## src/rtl/axi4_lite_cmd_mst_pkg.sv

```systemverilog
// Shared types and constants for the AXI4-Lite command master.
package axi4_lite_cmd_mst_pkg;

    // Transaction sequencer states; one transaction in flight at most.
    typedef enum logic [2:0] {
        ST_IDLE    = 3'd0,
        ST_WR      = 3'd1,
        ST_WR_RESP = 3'd2,
        ST_RD_ADDR = 3'd3,
        ST_RD_DATA = 3'd4,
        ST_RSP     = 3'd5
    } state_e;

    // AXI response codes.
    localparam logic [1:0] RESP_OKAY   = 2'b00;
    localparam logic [1:0] RESP_SLVERR = 2'b10;
    localparam logic [1:0] RESP_DECERR = 2'b11;

    // Protection attributes: unprivileged, secure, data access.
    localparam logic [2:0] PROT_DEFAULT = 3'b000;

    // Width of the completed-transaction counters.
    localparam int CNT_W = 16;

    // Decoded command-side handshake.
    typedef struct packed {
        logic fire;
        logic we;
    } cmd_ctl_t;

    // Response-side control bits returned to the command issuer.
    typedef struct packed {
        logic       valid;
        logic       we;
        logic [1:0] resp;
    } rsp_ctl_t;

    // True for the two error response codes.
    function automatic logic resp_is_error(input logic [1:0] resp);
        return (resp == RESP_SLVERR) || (resp == RESP_DECERR);
    endfunction

endpackage

```

## src/rtl/axi4_lite_if.sv

```systemverilog
// AXI4-Lite bus bundle with master and slave views.
interface axi4_lite_if #(
    parameter int ADDR_W = 4,
    parameter int DATA_W = 32
);
    logic                awvalid;
    logic                awready;
    logic [ADDR_W-1:0]   awaddr;
    logic [2:0]          awprot;
    logic                wvalid;
    logic                wready;
    logic [DATA_W-1:0]   wdata;
    logic [DATA_W/8-1:0] wstrb;
    logic                bvalid;
    logic                bready;
    logic [1:0]          bresp;
    logic                arvalid;
    logic                arready;
    logic [ADDR_W-1:0]   araddr;
    logic [2:0]          arprot;
    logic                rvalid;
    logic                rready;
    logic [DATA_W-1:0]   rdata;
    logic [1:0]          rresp;

    modport master (
        output awvalid, awaddr, awprot, wvalid, wdata, wstrb, bready,
        output arvalid, araddr, arprot, rready,
        input  awready, wready, bvalid, bresp, arready, rvalid, rdata, rresp
    );

    modport slave (
        input  awvalid, awaddr, awprot, wvalid, wdata, wstrb, bready,
        input  arvalid, araddr, arprot, rready,
        output awready, wready, bvalid, bresp, arready, rvalid, rdata, rresp
    );
endinterface

```

## src/rtl/axi4_lite_cmd_mst.sv

```systemverilog
// AXI4-Lite master that turns single commands into bus transactions,
// one at a time, and returns one response per command.
module axi4_lite_cmd_mst
    import axi4_lite_cmd_mst_pkg::*;
#(
    parameter int AXI4_LITE_ADDR_BIT_WIDTH = 4,
    parameter int AXI4_LITE_DATA_BIT_WIDTH = 32
) (
    input  logic                                  i_clk,
    input  logic                                  i_sync_rst,
    input  logic                                  i_cmd_valid,
    output logic                                  o_cmd_ready,
    input  logic                                  i_cmd_we,
    input  logic [AXI4_LITE_ADDR_BIT_WIDTH-1:0]   i_cmd_addr,
    input  logic [AXI4_LITE_DATA_BIT_WIDTH-1:0]   i_cmd_wdata,
    input  logic [AXI4_LITE_DATA_BIT_WIDTH/8-1:0] i_cmd_wstrb,
    output logic                                  o_rsp_valid,
    input  logic                                  i_rsp_ready,
    output logic                                  o_rsp_we,
    output logic [AXI4_LITE_DATA_BIT_WIDTH-1:0]   o_rsp_rdata,
    output logic [1:0]                            o_rsp_resp,
    output logic [CNT_W-1:0]                      o_wr_cnt,
    output logic [CNT_W-1:0]                      o_rd_cnt,
    axi4_lite_if.master                           if_m_axi4_lite
);

    localparam int AW = AXI4_LITE_ADDR_BIT_WIDTH;
    localparam int DW = AXI4_LITE_DATA_BIT_WIDTH;
    localparam int SW = AXI4_LITE_DATA_BIT_WIDTH / 8;

    state_e           state_r,     state_s;
    logic             cmd_ready_r, cmd_ready_s;
    logic             awvalid_r,   awvalid_s;
    logic             wvalid_r,    wvalid_s;
    logic             bready_r,    bready_s;
    logic             arvalid_r,   arvalid_s;
    logic             rready_r,    rready_s;
    logic [AW-1:0]    addr_r,      addr_s;
    logic [DW-1:0]    wdata_r,     wdata_s;
    logic [SW-1:0]    wstrb_r,     wstrb_s;
    rsp_ctl_t         rsp_r,       rsp_s;
    logic [DW-1:0]    rsp_rdata_r, rsp_rdata_s;
    logic [CNT_W-1:0] wr_cnt_r,    wr_cnt_s;
    logic [CNT_W-1:0] rd_cnt_r,    rd_cnt_s;

    cmd_ctl_t         cmd_s;
    logic             aw_pend_s;
    logic             w_pend_s;

    // Next-state and next-output computation for the transaction sequencer.
    always_comb begin
        state_s     = state_r;
        awvalid_s   = awvalid_r;
        wvalid_s    = wvalid_r;
        bready_s    = bready_r;
        arvalid_s   = arvalid_r;
        rready_s    = rready_r;
        addr_s      = addr_r;
        wdata_s     = wdata_r;
        wstrb_s     = wstrb_r;
        rsp_s       = rsp_r;
        rsp_rdata_s = rsp_rdata_r;
        wr_cnt_s    = wr_cnt_r;
        rd_cnt_s    = rd_cnt_r;

        cmd_s.fire  = i_cmd_valid & cmd_ready_r;
        cmd_s.we    = i_cmd_we;
        // A channel is still pending if it was offered and not taken this edge.
        aw_pend_s   = awvalid_r & ~if_m_axi4_lite.awready;
        w_pend_s    = wvalid_r  & ~if_m_axi4_lite.wready;

        case (state_r)
            ST_IDLE: begin
                if (cmd_s.fire) begin
                    addr_s  = i_cmd_addr;
                    wdata_s = i_cmd_wdata;
                    wstrb_s = i_cmd_wstrb;
                    if (cmd_s.we) begin
                        awvalid_s = 1'b1;
                        wvalid_s  = 1'b1;
                        state_s   = ST_WR;
                    end else begin
                        arvalid_s = 1'b1;
                        state_s   = ST_RD_ADDR;
                    end
                end else begin
                    state_s = ST_IDLE;
                end
            end
            ST_WR: begin
                // Address and data channels retire independently.
                awvalid_s = aw_pend_s;
                wvalid_s  = w_pend_s;
                if (!aw_pend_s && !w_pend_s) begin
                    bready_s = 1'b1;
                    state_s  = ST_WR_RESP;
                end else begin
                    state_s  = ST_WR;
                end
            end
            ST_WR_RESP: begin
                if (if_m_axi4_lite.bvalid && bready_r) begin
                    bready_s    = 1'b0;
                    rsp_s.valid = 1'b1;
                    rsp_s.we    = 1'b1;
                    rsp_s.resp  = if_m_axi4_lite.bresp;
                    rsp_rdata_s = {DW{1'b0}};
                    wr_cnt_s    = wr_cnt_r + 16'd1;
                    state_s     = ST_RSP;
                end else begin
                    state_s     = ST_WR_RESP;
                end
            end
            ST_RD_ADDR: begin
                if (arvalid_r && if_m_axi4_lite.arready) begin
                    arvalid_s = 1'b0;
                    rready_s  = 1'b1;
                    state_s   = ST_RD_DATA;
                end else begin
                    state_s   = ST_RD_ADDR;
                end
            end
            ST_RD_DATA: begin
                if (if_m_axi4_lite.rvalid && rready_r) begin
                    rready_s    = 1'b0;
                    rsp_s.valid = 1'b1;
                    rsp_s.we    = 1'b0;
                    rsp_s.resp  = if_m_axi4_lite.rresp;
                    rsp_rdata_s = if_m_axi4_lite.rdata;
                    rd_cnt_s    = rd_cnt_r + 16'd1;
                    state_s     = ST_RSP;
                end else begin
                    state_s     = ST_RD_DATA;
                end
            end
            ST_RSP: begin
                if (i_rsp_ready) begin
                    rsp_s.valid = 1'b0;
                    state_s     = ST_IDLE;
                end else begin
                    state_s     = ST_RSP;
                end
            end
            default: begin
                awvalid_s   = 1'b0;
                wvalid_s    = 1'b0;
                bready_s    = 1'b0;
                arvalid_s   = 1'b0;
                rready_s    = 1'b0;
                rsp_s.valid = 1'b0;
                state_s     = ST_IDLE;
            end
        endcase

        // Ready is registered so it is only ever high while sitting in IDLE,
        // which also keeps it low on the cycle a response is consumed.
        cmd_ready_s = (state_s == ST_IDLE);
    end

    // State and registered-output update with synchronous reset.
    always_ff @(posedge i_clk) begin
        if (i_sync_rst) begin
            state_r     <= ST_IDLE;
            cmd_ready_r <= 1'b0;
            awvalid_r   <= 1'b0;
            wvalid_r    <= 1'b0;
            bready_r    <= 1'b0;
            arvalid_r   <= 1'b0;
            rready_r    <= 1'b0;
            addr_r      <= {AW{1'b0}};
            wdata_r     <= {DW{1'b0}};
            wstrb_r     <= {SW{1'b0}};
            rsp_r       <= '{valid: 1'b0, we: 1'b0, resp: RESP_OKAY};
            rsp_rdata_r <= {DW{1'b0}};
            wr_cnt_r    <= 16'd0;
            rd_cnt_r    <= 16'd0;
        end else begin
            state_r     <= state_s;
            cmd_ready_r <= cmd_ready_s;
            awvalid_r   <= awvalid_s;
            wvalid_r    <= wvalid_s;
            bready_r    <= bready_s;
            arvalid_r   <= arvalid_s;
            rready_r    <= rready_s;
            addr_r      <= addr_s;
            wdata_r     <= wdata_s;
            wstrb_r     <= wstrb_s;
            rsp_r       <= rsp_s;
            rsp_rdata_r <= rsp_rdata_s;
            wr_cnt_r    <= wr_cnt_s;
            rd_cnt_r    <= rd_cnt_s;
        end
    end

    assign o_cmd_ready = cmd_ready_r;
    assign o_rsp_valid = rsp_r.valid;
    assign o_rsp_we    = rsp_r.we;
    assign o_rsp_resp  = rsp_r.resp;
    assign o_rsp_rdata = rsp_rdata_r;
    assign o_wr_cnt    = wr_cnt_r;
    assign o_rd_cnt    = rd_cnt_r;

    assign if_m_axi4_lite.awvalid = awvalid_r;
    assign if_m_axi4_lite.awaddr  = addr_r;
    assign if_m_axi4_lite.awprot  = PROT_DEFAULT;
    assign if_m_axi4_lite.wvalid  = wvalid_r;
    assign if_m_axi4_lite.wdata   = wdata_r;
    assign if_m_axi4_lite.wstrb   = wstrb_r;
    assign if_m_axi4_lite.bready  = bready_r;
    assign if_m_axi4_lite.arvalid = arvalid_r;
    assign if_m_axi4_lite.araddr  = addr_r;
    assign if_m_axi4_lite.arprot  = PROT_DEFAULT;
    assign if_m_axi4_lite.rready  = rready_r;

endmodule

```

## src/flat_wrapper.sv

```systemverilog
// flat-port wrapper written by rule: the top's interface ports become plain ports
module axi4_lite_cmd_mst_flat import axi4_lite_cmd_mst_pkg::*;
#(
    parameter int AXI4_LITE_ADDR_BIT_WIDTH = 4,
    parameter int AXI4_LITE_DATA_BIT_WIDTH = 32
)
  (i_clk, i_sync_rst, i_cmd_valid, o_cmd_ready, i_cmd_we, i_cmd_addr, i_cmd_wdata, i_cmd_wstrb, o_rsp_valid, i_rsp_ready, o_rsp_we, o_rsp_rdata, o_rsp_resp, o_wr_cnt, o_rd_cnt, if_m_axi4_lite_awvalid, if_m_axi4_lite_awaddr, if_m_axi4_lite_awprot, if_m_axi4_lite_wvalid, if_m_axi4_lite_wdata, if_m_axi4_lite_wstrb, if_m_axi4_lite_bready, if_m_axi4_lite_arvalid, if_m_axi4_lite_araddr, if_m_axi4_lite_arprot, if_m_axi4_lite_rready, if_m_axi4_lite_awready, if_m_axi4_lite_wready, if_m_axi4_lite_bvalid, if_m_axi4_lite_bresp, if_m_axi4_lite_arready, if_m_axi4_lite_rvalid, if_m_axi4_lite_rdata, if_m_axi4_lite_rresp);
  axi4_lite_if #(.ADDR_W((4)), .DATA_W((32))) if_m_axi4_lite_i ();
  input  logic i_clk;
  input  logic i_sync_rst;
  input  logic i_cmd_valid;
  output logic o_cmd_ready;
  input  logic i_cmd_we;
  input  logic [AXI4_LITE_ADDR_BIT_WIDTH-1:0] i_cmd_addr;
  input  logic [AXI4_LITE_DATA_BIT_WIDTH-1:0] i_cmd_wdata;
  input  logic [AXI4_LITE_DATA_BIT_WIDTH/8-1:0] i_cmd_wstrb;
  output logic o_rsp_valid;
  input  logic i_rsp_ready;
  output logic o_rsp_we;
  output logic [AXI4_LITE_DATA_BIT_WIDTH-1:0] o_rsp_rdata;
  output logic [1:0] o_rsp_resp;
  output logic [CNT_W-1:0] o_wr_cnt;
  output logic [CNT_W-1:0] o_rd_cnt;
  output wire logic [$bits(if_m_axi4_lite_i.awvalid)-1:0] if_m_axi4_lite_awvalid;
  output wire logic [$bits(if_m_axi4_lite_i.awaddr)-1:0] if_m_axi4_lite_awaddr;
  output wire logic [$bits(if_m_axi4_lite_i.awprot)-1:0] if_m_axi4_lite_awprot;
  output wire logic [$bits(if_m_axi4_lite_i.wvalid)-1:0] if_m_axi4_lite_wvalid;
  output wire logic [$bits(if_m_axi4_lite_i.wdata)-1:0] if_m_axi4_lite_wdata;
  output wire logic [$bits(if_m_axi4_lite_i.wstrb)-1:0] if_m_axi4_lite_wstrb;
  output wire logic [$bits(if_m_axi4_lite_i.bready)-1:0] if_m_axi4_lite_bready;
  output wire logic [$bits(if_m_axi4_lite_i.arvalid)-1:0] if_m_axi4_lite_arvalid;
  output wire logic [$bits(if_m_axi4_lite_i.araddr)-1:0] if_m_axi4_lite_araddr;
  output wire logic [$bits(if_m_axi4_lite_i.arprot)-1:0] if_m_axi4_lite_arprot;
  output wire logic [$bits(if_m_axi4_lite_i.rready)-1:0] if_m_axi4_lite_rready;
  input wire logic [$bits(if_m_axi4_lite_i.awready)-1:0] if_m_axi4_lite_awready;
  input wire logic [$bits(if_m_axi4_lite_i.wready)-1:0] if_m_axi4_lite_wready;
  input wire logic [$bits(if_m_axi4_lite_i.bvalid)-1:0] if_m_axi4_lite_bvalid;
  input wire logic [$bits(if_m_axi4_lite_i.bresp)-1:0] if_m_axi4_lite_bresp;
  input wire logic [$bits(if_m_axi4_lite_i.arready)-1:0] if_m_axi4_lite_arready;
  input wire logic [$bits(if_m_axi4_lite_i.rvalid)-1:0] if_m_axi4_lite_rvalid;
  input wire logic [$bits(if_m_axi4_lite_i.rdata)-1:0] if_m_axi4_lite_rdata;
  input wire logic [$bits(if_m_axi4_lite_i.rresp)-1:0] if_m_axi4_lite_rresp;
  assign if_m_axi4_lite_awvalid = if_m_axi4_lite_i.awvalid;
  assign if_m_axi4_lite_awaddr = if_m_axi4_lite_i.awaddr;
  assign if_m_axi4_lite_awprot = if_m_axi4_lite_i.awprot;
  assign if_m_axi4_lite_wvalid = if_m_axi4_lite_i.wvalid;
  assign if_m_axi4_lite_wdata = if_m_axi4_lite_i.wdata;
  assign if_m_axi4_lite_wstrb = if_m_axi4_lite_i.wstrb;
  assign if_m_axi4_lite_bready = if_m_axi4_lite_i.bready;
  assign if_m_axi4_lite_arvalid = if_m_axi4_lite_i.arvalid;
  assign if_m_axi4_lite_araddr = if_m_axi4_lite_i.araddr;
  assign if_m_axi4_lite_arprot = if_m_axi4_lite_i.arprot;
  assign if_m_axi4_lite_rready = if_m_axi4_lite_i.rready;
  assign if_m_axi4_lite_i.awready = if_m_axi4_lite_awready;
  assign if_m_axi4_lite_i.wready = if_m_axi4_lite_wready;
  assign if_m_axi4_lite_i.bvalid = if_m_axi4_lite_bvalid;
  assign if_m_axi4_lite_i.bresp = if_m_axi4_lite_bresp;
  assign if_m_axi4_lite_i.arready = if_m_axi4_lite_arready;
  assign if_m_axi4_lite_i.rvalid = if_m_axi4_lite_rvalid;
  assign if_m_axi4_lite_i.rdata = if_m_axi4_lite_rdata;
  assign if_m_axi4_lite_i.rresp = if_m_axi4_lite_rresp;
  axi4_lite_cmd_mst #(.AXI4_LITE_ADDR_BIT_WIDTH(AXI4_LITE_ADDR_BIT_WIDTH), .AXI4_LITE_DATA_BIT_WIDTH(AXI4_LITE_DATA_BIT_WIDTH)) u_core (.i_clk(i_clk), .i_sync_rst(i_sync_rst), .i_cmd_valid(i_cmd_valid), .o_cmd_ready(o_cmd_ready), .i_cmd_we(i_cmd_we), .i_cmd_addr(i_cmd_addr), .i_cmd_wdata(i_cmd_wdata), .i_cmd_wstrb(i_cmd_wstrb), .o_rsp_valid(o_rsp_valid), .i_rsp_ready(i_rsp_ready), .o_rsp_we(o_rsp_we), .o_rsp_rdata(o_rsp_rdata), .o_rsp_resp(o_rsp_resp), .o_wr_cnt(o_wr_cnt), .o_rd_cnt(o_rd_cnt), .if_m_axi4_lite(if_m_axi4_lite_i));
endmodule
```

## config.mk

```make
export PLATFORM = sky130hd
export DESIGN_NAME = axi4_lite_cmd_mst_flat
export DESIGN_NICKNAME = d
export VERILOG_FILES = /design/src/rtl/axi4_lite_cmd_mst_pkg.sv /design/src/rtl/axi4_lite_if.sv /design/src/rtl/axi4_lite_cmd_mst.sv /design/src/flat_wrapper.sv
export SDC_FILE = /design/constraint.sdc
export NUM_CORES = 1
export LEC_CHECK = 0
export BUFFER_PORTS_ARGS = -buffer_cell sky130_fd_sc_hd__buf_2
export CORE_MARGIN = 4
export CORE_UTILIZATION = 48
export DETAILED_ROUTE_END_ITERATION = 16
export PLACE_DENSITY = 0.81
export SLEW_MARGIN = 20
export SYNTH_ARGS = -nofsm -noshare
export SYNTH_HDL_FRONTEND = slang
export SYNTH_SLANG_ARGS = --single-unit
```

## constraint.sdc

```tcl
create_clock -name i_clk -period 2.45 [get_ports i_clk]
set_clock_uncertainty 0.1 [all_clocks]
set_input_delay 0.3675 -clock i_clk [delete_from_list [all_inputs] [get_ports i_clk]]
set_output_delay 0.3675 -clock i_clk [all_outputs]
set_load 0.02 [all_outputs]
```

==> results of run 1 <==
==> cell usage after synthesis, types with 2 or more instances <==
master	n	area [um^2]
and4_1	3	26.28
clkbuf_1	29	108.9
dfxtp_1	117	2342
nand3_1	11	55.05
and2_1	33	206.5
mux2i_1	33	330.3
ha_1	2	25.02
a211oi_1	2	15.01
or4_1	3	22.52
buf_1	2	7.510
a21oi_1	57	285.3
buf_2	5	25.02
nor2_1	61	229.0
nor3b_1	2	15.01
or3_1	13	81.33
nor3_1	8	40.04
a311oi_1	3	26.28
xor2_1	2	17.52
nor2b_1	3	18.77
nand4_1	9	56.30
mux2_2	2	22.52
nand2_1	103	386.6
xnor2_1	14	122.6
nand2b_1	6	37.54
o21ai_0	16	80.08
a22oi_1	2	15.01
inv_1	7	26.28
nand4b_1	3	26.28
buf_4	11	82.58
o22ai_1	2	12.51
nor4_1	8	50.05
==> power by group through the flow <==
stage	registers, W	clock network (W)	logic [W]
global placement	0.00208	0	0.000597
finish	0.00205	0.00247	0.000662
detailed placement	0.00209	0	0.000611
CTS	0.00205	0.00251	0.000657
floorplan	0.00217	0	0.000298
global route	0.00206	0.00260	0.000731
==> routing by layer <==
metal / share of wire [%] / GRT usage (%)
met4: 0.89 / 8.103
met2: 52 / 42.46
met5: 0 / 0
met3: 9.1 / 7.223
met1: 38 / 25.98
==> layout make-up <==
class                      instances  area share (%)
antenna                            1         0.03572
multi-input combinational        421           33.81
clock inverter                     9           1.786
timing repair buffer             252           21.43
sequential                       117           33.43
clock buffer                      22           6.751
inverter                           7          0.3751
tap                              133           2.375
==> worst register-to-register path, stage by stage (launching register included) <==
cell and delay (ps):
dfxtp_1 400, or3b_1 400, or4_1 630, or3_1 390, a21oi_1 150
==> through the flow <==
stage / hold WS (ps) / total power (W)
after global placement: 338.9 / 0.002677
after floorplan: 403.5 / 0.002470
final: 27.27 / 0.005184
after CTS: 1.251 / 0.005217
after detailed placement: 348.1 / 0.002696
after global routing: 18.89 / 0.005387
==> sequential cells by signal (all words and copies together) (netlist names) <==
register                       flops
u_core.o_rsp_resp                  2
u_core.o_rd_cnt                   16
u_core.o_wr_cnt                   16
u_core.o_cmd_ready                 1
u_core.state_r                     3
u_core.if_m_axi4_lite.araddr       4
u_core.o_rsp_valid                 1
u_core.o_rsp_rdata                32
u_core.if_m_axi4_lite.wdata       32
u_core.if_m_axi4_lite.wvalid       1
u_core.if_m_axi4_lite.awvalid      1
u_core.if_m_axi4_lite.wstrb        4
u_core.if_m_axi4_lite.rready       1
u_core.if_m_axi4_lite.arvalid      1
u_core.if_m_axi4_lite.bready       1
u_core.o_rsp_we                    1
==> kinds of logic (layout without fill, tap and decap cells) <==
family	Yosys count	after routing	share of synthesized area, %
compound gates	89	89	9.960
mux	35	35	7.165
flops	117	117	47.56
xor+xnor	16	16	2.846
other cells	1	7	0.07615
simple gates	273	273	26.70
buf+inv	55	290	5.183
fa+ha+maj	2	2	0.5080
==> path summary, 6_finish.rpt <==
path	start	to	cells past startpoint
worst max-delay path	u_core.state_r[1]	u_core.o_rd_cnt[11]	4
worst min-delay path	i_cmd_wdata[12]	u_core.if_m_axi4_lite.wdata[12]	3
worst max register to register	u_core.state_r[1]	u_core.o_rd_cnt[11]	4
worst min register to register	u_core.if_m_axi4_lite.wdata[19]	u_core.if_m_axi4_lite.wdata[19]	2
==> out/qor.txt, run 1 <==
Synth Cell Area: 0.004925 mm^2
EDFF count, synth: 0
Grt total ovfl: 0
Post-synthesis async set-or-reset flop share: 0%
Nets@finish: 904
First-pass GRT wire length: 22180 um
#FFs+latches synth: 117
TritonCTS clock tree: built
DRC viols: 0
IO Pins: 210
Number of vias per cell: 5.082
Slowest CP cell: or4_1
Commonest cells after routing, fill and taps aside: buf_2, dfxtp_1, nand2_1
Clock Sinks: 117
Crit path kind: flip-flop to flip-flop
# rows: 36
Max Fclk: 466.8 MHz
Endpoints failing hold: 0
Period utilization: 87.44%
Clock share of power: 47.7%
Buf/Inv on CP: 0
Layout area overhead: 42.25%
Fillers: 740
Critical Path AT: 2480 ps
Combinational power share: 12.8%
Layout Cells excl Fill: 962
Worst R2R Setup Slack: 310 ps
Total global routing track utilization: 23.46%
Place WS: 340.0 ps
Status: complete, no violations
# hold bufs at CTS: 36
Core area: 0.009864 mm^2
Synth warnings: 0
Sw Pwr: 0.001292 W
Detail Route Antenna Nets: 0
Clk Latency, worst-skew pair: 500 ps
Initial drt markers: 386
Switching share of power: 24.92%
Peak VDD IR: 0.4674 mV
Setup ws final: 307.8 ps
Crit path time final: 2142 ps
Critical path data required time: 2780 ps
Setup TNS: 0 ps
DRT Pass-1 Iters: 4
Synth cell types: 47
Die H: 109.3 um
CP delay by family, top: simple AND/OR/NAND/NOR gates
Placed cell count: 894
Slew Limit Headroom: 61.81%
Max incr delay on CP: 630 ps
Post-CTS Setup Bufs: 0
Design Area, Final: 0.007005 mm^2
PwrDens: 740.0 mW/mm^2
CP Launch Type: flip-flop
Largest net degree at the start of global routing: 53
Root Driver: clkbuf_8
Final Slew Violations: 0
Number of global-route vias before repair: 4682
Layout Utilization: 71.02%
Cells along the critical path: or3b_1, or4_1, or3_1, a21oi_1
Initial antenna violation count: 0
Register area: 0.002342 mm^2
Placed instance area: 0.006045 mm^2
H-tree levels: 4
Final WL: 14260 um
Area of the multi-input gates: 0.002369 mm^2
Unrepaired setup endpoints after global routing: no
Crit path capture type: flip-flop
Drt wl/cell: 14.83 um
Routability cong.: 0.8636
Reg clk slew, reported paths: 50 ps
Detailed Place HPWL: 9674 um
Fraction of layout cells with a size suffix above 1: 30.56%
P_leak: 3.029 nW
Synth Area per Inst: 8.375 um^2
Sequential share of power: 39.5%
# port buffers: 203
Slew at the pin closest to its max-slew limit: 558.4 ps
Post-CTS resize count: 0
Final-report setup violation count: 0
Sequential area share after synthesis: 47.56%
Vias: 4889
Top_reg_cell synth: dfxtp_1
Commonest non-fill, non-tap cell in the layout: buf_2
Starting density of the core: 49.92%
Hold Crit Class: input pin to flip-flop
# Max-Cap Violations: 0
CTS Buf Count: 17
Int Power: 0.003892 W
Die ar.: 0.01194 mm^2
Die Wd: 109.3 um
Clock tree buffer depth: 2
Synth Instances: 588
Max Fanout on Critical Path: 11
Power figures use the tool's default switching activity.
==> inputs of run 2 (changes only) <==
--- a/config.mk
+++ b/config.mk
@@ -6,8 +6,10 @@
 export NUM_CORES = 1
 export LEC_CHECK = 0
 export BUFFER_PORTS_ARGS = -buffer_cell sky130_fd_sc_hd__buf_2
+export CELL_PAD_IN_SITES_DETAIL_PLACEMENT = 1
+export CELL_PAD_IN_SITES_GLOBAL_PLACEMENT = 1
 export CORE_MARGIN = 4
-export CORE_UTILIZATION = 48
+export CORE_UTILIZATION = 34
 export DETAILED_ROUTE_END_ITERATION = 16
 export PLACE_DENSITY = 0.81
 export SLEW_MARGIN = 20
==> constraint.sdc (replaced) <==
create_clock -name i_clk -period 2.45 [get_ports i_clk]
set_clock_uncertainty 0.1 [all_clocks]
set_input_delay 0.3675 -clock i_clk [delete_from_list [all_inputs] [get_ports i_clk]]
set_output_delay 0.3675 -clock i_clk [all_outputs]
set_load 0.01 [all_outputs]
==> out/qor.txt, run 2 (synthesis gave the netlist of run 1 again) <==
Fraction of layout cells with a size suffix above 1: 31.19%
IO Pins: 210
Crit path capture type: flip-flop
Grt total ovfl: 0
Reg2Reg Depth: 5
Starting density of the core: 35.07%
Unrepaired setup endpoints after global routing: no
# Max-Cap Violations: 0
Place WS: 345.5 ps
Crit path time final: 2111 ps
Post-CTS Setup Bufs: 0
# hold bufs at CTS: 0
Hold Crit Depth: 3
Commonest non-fill, non-tap cell in the layout: buf_2
Total global routing track utilization: 18.63%
Number of global-route vias before repair: 4939
Slowest CP cell: or4_1
Initial drt markers: 153
Drt wl/cell: 15.91 um
Status: complete, no violations
Initial antenna violation count: 1
Detail Route Antenna Nets: 0
Routability cong.: 0.7554
Slew Limit Headroom: 55.58%
Final-report setup violation count: 0
Post-CTS resize count: 0
Commonest cells after routing, fill and taps aside: buf_2, dfxtp_1, nand2_1
CTS Buf Count: 17
Setup TNS: 0 ps
Setup ws final: 339.3 ps
Slew at the pin closest to its max-slew limit: 666.3 ps
# port buffers: 203
Clk Latency, worst-skew pair: 410 ps
CP delay by family, top: simple AND/OR/NAND/NOR gates
Largest net degree at the start of global routing: 62
Layout area overhead: 34.78%
Layout Utilization: 47.27%
Vias: 4782
Buf/Inv on CP: 1
Clock Sinks: 117
Max incr delay on CP: 630 ps
H-tree levels: 4
Core area: 0.01404 mm^2
TritonCTS clock tree: built
Crit. path cell count: 5
Max Fanout on Critical Path: 8
Final WL: 15490 um
Critical path data required time: 2680 ps
Crit path kind: flip-flop to flip-flop
Total power: 0.004820 W
Max Fclk: 473.8 MHz
Critical Path AT: 2340 ps
Clock tree buffer depth: 2
DRT Pass-1 Iters: 4
PwrDens: 726.2 mW/mm^2
Number of vias per cell: 4.915
First-pass GRT wire length: 24560 um
P_leak: 2.846 nW
Hold Crit Class: input pin to flip-flop
Nets@finish: 867
CP Launch Type: flip-flop
Root Driver: clkbuf_16
DRC viols: 0
Reg clk slew, reported paths: 50 ps
Peak VDD IR: 0.4290 mV
Period utilization: 86.15%
Detailed Place HPWL: 11480 um
Die ar.: 0.01647 mm^2
Die Wd: 128.4 um
Final Slew Violations: 0
Cells along the critical path: buf_4, nand4b_1, or4_1, or3_1, a21oi_1
Endpoints failing hold: 0
# rows: 43
Die H: 128.4 um
run 2: changes by cell type in the layout (fill, tap and decap cells not counted), sizes merged:
cell,previous run,this run
clkinvlp,2,0
dlygate4sd3,36,0
buf,216,215
bufinv,3,0
clkbuf,22,28
run 2: area by class of cell:
| type | instances | area, um^2 |
|---|---|---|
| diodes | 1 | 2.502 |
| clock buffers | 28 | 506.7 |
| clock inverters | 4 | 20.02 |
| fillers | 1744 | 7405 |
| inverters | 7 | 26.28 |
| multi-input cells | 421 | 2369 |
| flip-flops and latches | 117 | 2342 |
| well taps | 180 | 225.2 |
| repair buffers | 215 | 1146 |
run 2: layer usage:
metal / GRT usage (%) / routed length, um / vias up
met2: 32.73 / 7769 / 162
met3: 6.891 / 1281 / 19
met5: 0 / 0 / -
met4: 6.180 / 281 / 0
met1: 20.84 / 6153 / 2252
li1: - / - / 2349
run 2: where the power goes:
part / total [W] / internal [W] / leakage, nW / switching [W]
Combinational: 0.000569 / 0.000225 / 1.64 / 0.000344
Clock: 0.00221 / 0.00139 / 0.262 / 0.000816
Sequential: 0.00204 / 0.00199 / 0.946 / 0.0000524
run 2: worst reg2reg max path: stages (launching register included):
cell      delay, ps
dfxtp_1         320
buf_4           170
nand4b_1        300
or4_1           630
or3_1           390
a21oi_1         140
run 2: stage by stage:
| stage | hold slack, ps | cells | area (um^2) |
|---|---|---|---|
| 2_1_floorplan | 380.5 | 593 | 4943 |
| 3_3_place_gp | 340.0 | 940 | 6108 |
| 3_5_place_dp | 347.9 | 940 | 6108 |
| 4_1_cts | 71.22 | 972 | 6635 |
| 5_1_grt | 78.85 | 973 | 6638 |
| 6_report | 96.78 | 973 | 6638 |
run 2: worst paths after layout:
path	endpoint	start	slack (ps)
worst min register to register	u_core.if_m_axi4_lite.wdata[0]	u_core.if_m_axi4_lite.wdata[0]	350
worst max-delay path	u_core.o_wr_cnt[15]	u_core.state_r[0]	340
worst max register to register	u_core.o_wr_cnt[15]	u_core.state_r[0]	340
worst min-delay path	u_core.if_m_axi4_lite.wdata[24]	i_cmd_wdata[24]	100
==> inputs of run 3 (changes only) <==
--- a/config.mk
+++ b/config.mk
@@ -5,11 +5,12 @@
 export SDC_FILE = /design/constraint.sdc
 export NUM_CORES = 1
 export LEC_CHECK = 0
+export ABC_AREA = 1
 export BUFFER_PORTS_ARGS = -buffer_cell sky130_fd_sc_hd__buf_2
 export CELL_PAD_IN_SITES_DETAIL_PLACEMENT = 1
 export CELL_PAD_IN_SITES_GLOBAL_PLACEMENT = 1
 export CORE_MARGIN = 4
-export CORE_UTILIZATION = 34
+export CORE_UTILIZATION = 33
 export DETAILED_ROUTE_END_ITERATION = 16
 export PLACE_DENSITY = 0.81
 export SLEW_MARGIN = 20
==> out/qor.txt, run 3 <==
Synth cell types: 33
Initial drt markers: 193
Setup TNS: 0 ps
First-pass GRT wire length: 25860 um
Sequential area share after synthesis: 47.08%
Vias: 5189
Final WL: 16070 um
Commonest non-fill, non-tap cell in the layout: buf_2
Sequential share of power: 38.4%
Routability cong.: 0.8134
DRT Pass-1 Iters: 4
Switching share of power: 28.82%
Crit path kind: flip-flop to flip-flop
Detailed Place HPWL: 11700 um
IO Pins: 210
Largest net degree at the start of global routing: 55
Critical path data required time: 2690 ps
Synth Instances: 697
Combinational power share: 18.3%
Synth Area in Compound Gates: 12.00%
TritonCTS clock tree: built
Setup ws final: 376.8 ps
Nets@finish: 978
Grt total ovfl: 0
Clock share of power: 43.3%
Detail Route Antenna Nets: 0
Root Driver: clkbuf_16
# Max-Cap Violations: 0
Total global routing track utilization: 18.97%
Die H: 130.8 um
DRC viols: 0
CTS Buf Count: 17
PwrDens: 855.9 mW/mm^2
Peak VDD IR: 0.4574 mV
P_leak: 3.171 nW
Post-CTS resize count: 0
Core area: 0.01464 mm^2
Post-CTS Setup Bufs: 0
Placed cell count: 1055
Worst r2r src: u_core.state_r[2]
Clock Sinks: 117
Post-synth top area share: 47.08%
Cell taking the most area after synthesis: dfxtp_1
Final-report setup violation count: 0
Post-synthesis async set-or-reset flop share: 0%
Die ar.: 0.01710 mm^2
Slew Limit Headroom: 65.27%
Clk Latency, worst-skew pair: 400 ps
Synth top cells by count: nor2_1, nand2_1, dfxtp_1, a21oi_1, o21ai_0
Number of vias per cell: 4.782
Synth warnings: 0
Combinational family with the most area after synthesis: simple AND/OR/NAND/NOR gates
Max Fclk: 482.3 MHz
Layout Cells excl Fill: 1085
Initial antenna violation count: 2
Endpoints failing hold: 0
Layout area overhead: 33.78%
Critical Path AT: 2320 ps
Synth Area in XOR/XNOR: 0.3521%
Synth Cell Area: 0.004975 mm^2
Period utilization: 84.62%
Place WS: 395.3 ps
Slew at the pin closest to its max-slew limit: 521.0 ps
# rows: 44
EDFF count, synth: 0
Top_reg_cell synth: dfxtp_1
Crit path time final: 2073 ps
Max Fanout on Critical Path: 35
Most numerous cell in the Yosys netlist: nor2_1
Status: complete, no violations
Synth Area in Adders: 0.5030%
Layout Utilization: 45.45%
Starting density of the core: 33.97%
Unrepaired setup endpoints after global routing: no
Fraction of layout cells with a size suffix above 1: 28.41%
Area contributors post-synth: dfxtp_1, nor2_1, nand2_1
Number of global-route vias before repair: 5347
Ant. Diodes: 0
Crit path capture type: flip-flop
Post-Synth Simple-Gate Area: 31.44%
Reg clk slew, reported paths: 50 ps
Die Wd: 130.8 um
Hold Path Origin: i_cmd_wstrb[1]
Setup crit start: u_core.state_r[2]
Commonest cells after routing, fill and taps aside: buf_2, nor2_1, nand2_1
CP Launch Type: flip-flop
Int Power: 0.004054 W
Hold Crit Class: input pin to flip-flop
# port buffers: 203
Sw Pwr: 0.001642 W
Mux share of post-synthesis cell area: 0%
#FFs+latches synth: 117
H-tree levels: 4
# hold bufs at CTS: 0
Drt wl/cell: 14.81 um
Clock tree buffer depth: 2
Synth Area per Inst: 7.137 um^2
Final Slew Violations: 0
## run 3: cell count changes in the layout (fill, tap and decap cells not counted), sizes merged, moves of 32 or more
cell / delta
and2: -32
nor2: +92
inv: +46
nand3: +44
nand2: +32
mux2i: -33
o21ai: +39
## run 3: layout make-up
| type | count | area [um^2] |
|---|---|---|
| inverters | 53 | 201.4 |
| flip-flops and latches | 117 | 2342 |
| well taps | 184 | 230.2 |
| clock buffers | 20 | 446.7 |
| fillers | 1928 | 7989 |
| repair buffers | 209 | 1074 |
| clock inverters | 10 | 132.6 |
| multi-input cells | 492 | 2228 |
## run 3: power by group through the flow
stage	registers, W	logic (W)	clock network [W]
final	0.00219	0.00104	0.00247
after global routing	0.00221	0.00118	0.00263
after CTS	0.00219	0.00107	0.00253
after detailed placement	0.00222	0.00106	0
after global placement	0.00222	0.00105	0
after floorplan	0.00231	0.000593	0
## run 3: worst max-delay path: stages (launching register included)
cell and delay [ps]:
dfxtp_1 490, nand3_4 190, inv_4 90, buf_4 340, nand2_1 270, nor2_2 230
nand3_1 90, nand2_1 90, inv_1 40, nor2_1 80
## run 3: cell families after synthesis
group,after synthesis
other,1
DFF,117
buffers and inverters,93
AOI/OAI and AO/OA,117
xor gates and xnor gates,2
and+or+nand+nor,365
adders and majority gates,2
## run 3: worst paths after layout
check | end | slack [ps] | cells after the start
min | u_core.if_m_axi4_lite.wstrb[1] | 80 | 3
max | u_core.o_rd_cnt[15] | 380 | 9
max reg2reg | u_core.o_rd_cnt[15] | 380 | 9
min reg2reg | u_core.o_wr_cnt[4] | 360 | 2
## run 3: stage by stage
| stage | total power, W | cell area (um^2) | hold slack (ps) |
|---|---|---|---|
| finish | 0.005696 | 6655 | 81.35 |
| global placement | 0.003265 | 6076 | 349.7 |
| floorplan | 0.002898 | 4994 | 379.5 |
| global route | 0.006018 | 6655 | 77.11 |
| detailed placement | 0.003281 | 6076 | 352.9 |
| CTS | 0.005779 | 6655 | 65.04 |
## run 3: per-layer routing
metal  vias to the layer above  global-route usage (%)  part of all wire, %
met5                         -                       0                 0.16
met4                         4                   6.231                  1.6
met3                        24                   7.317                  7.5
met2                       139                   32.81                   49
met1                      2408                   21.50                   42
li1                       2614                       -                    -
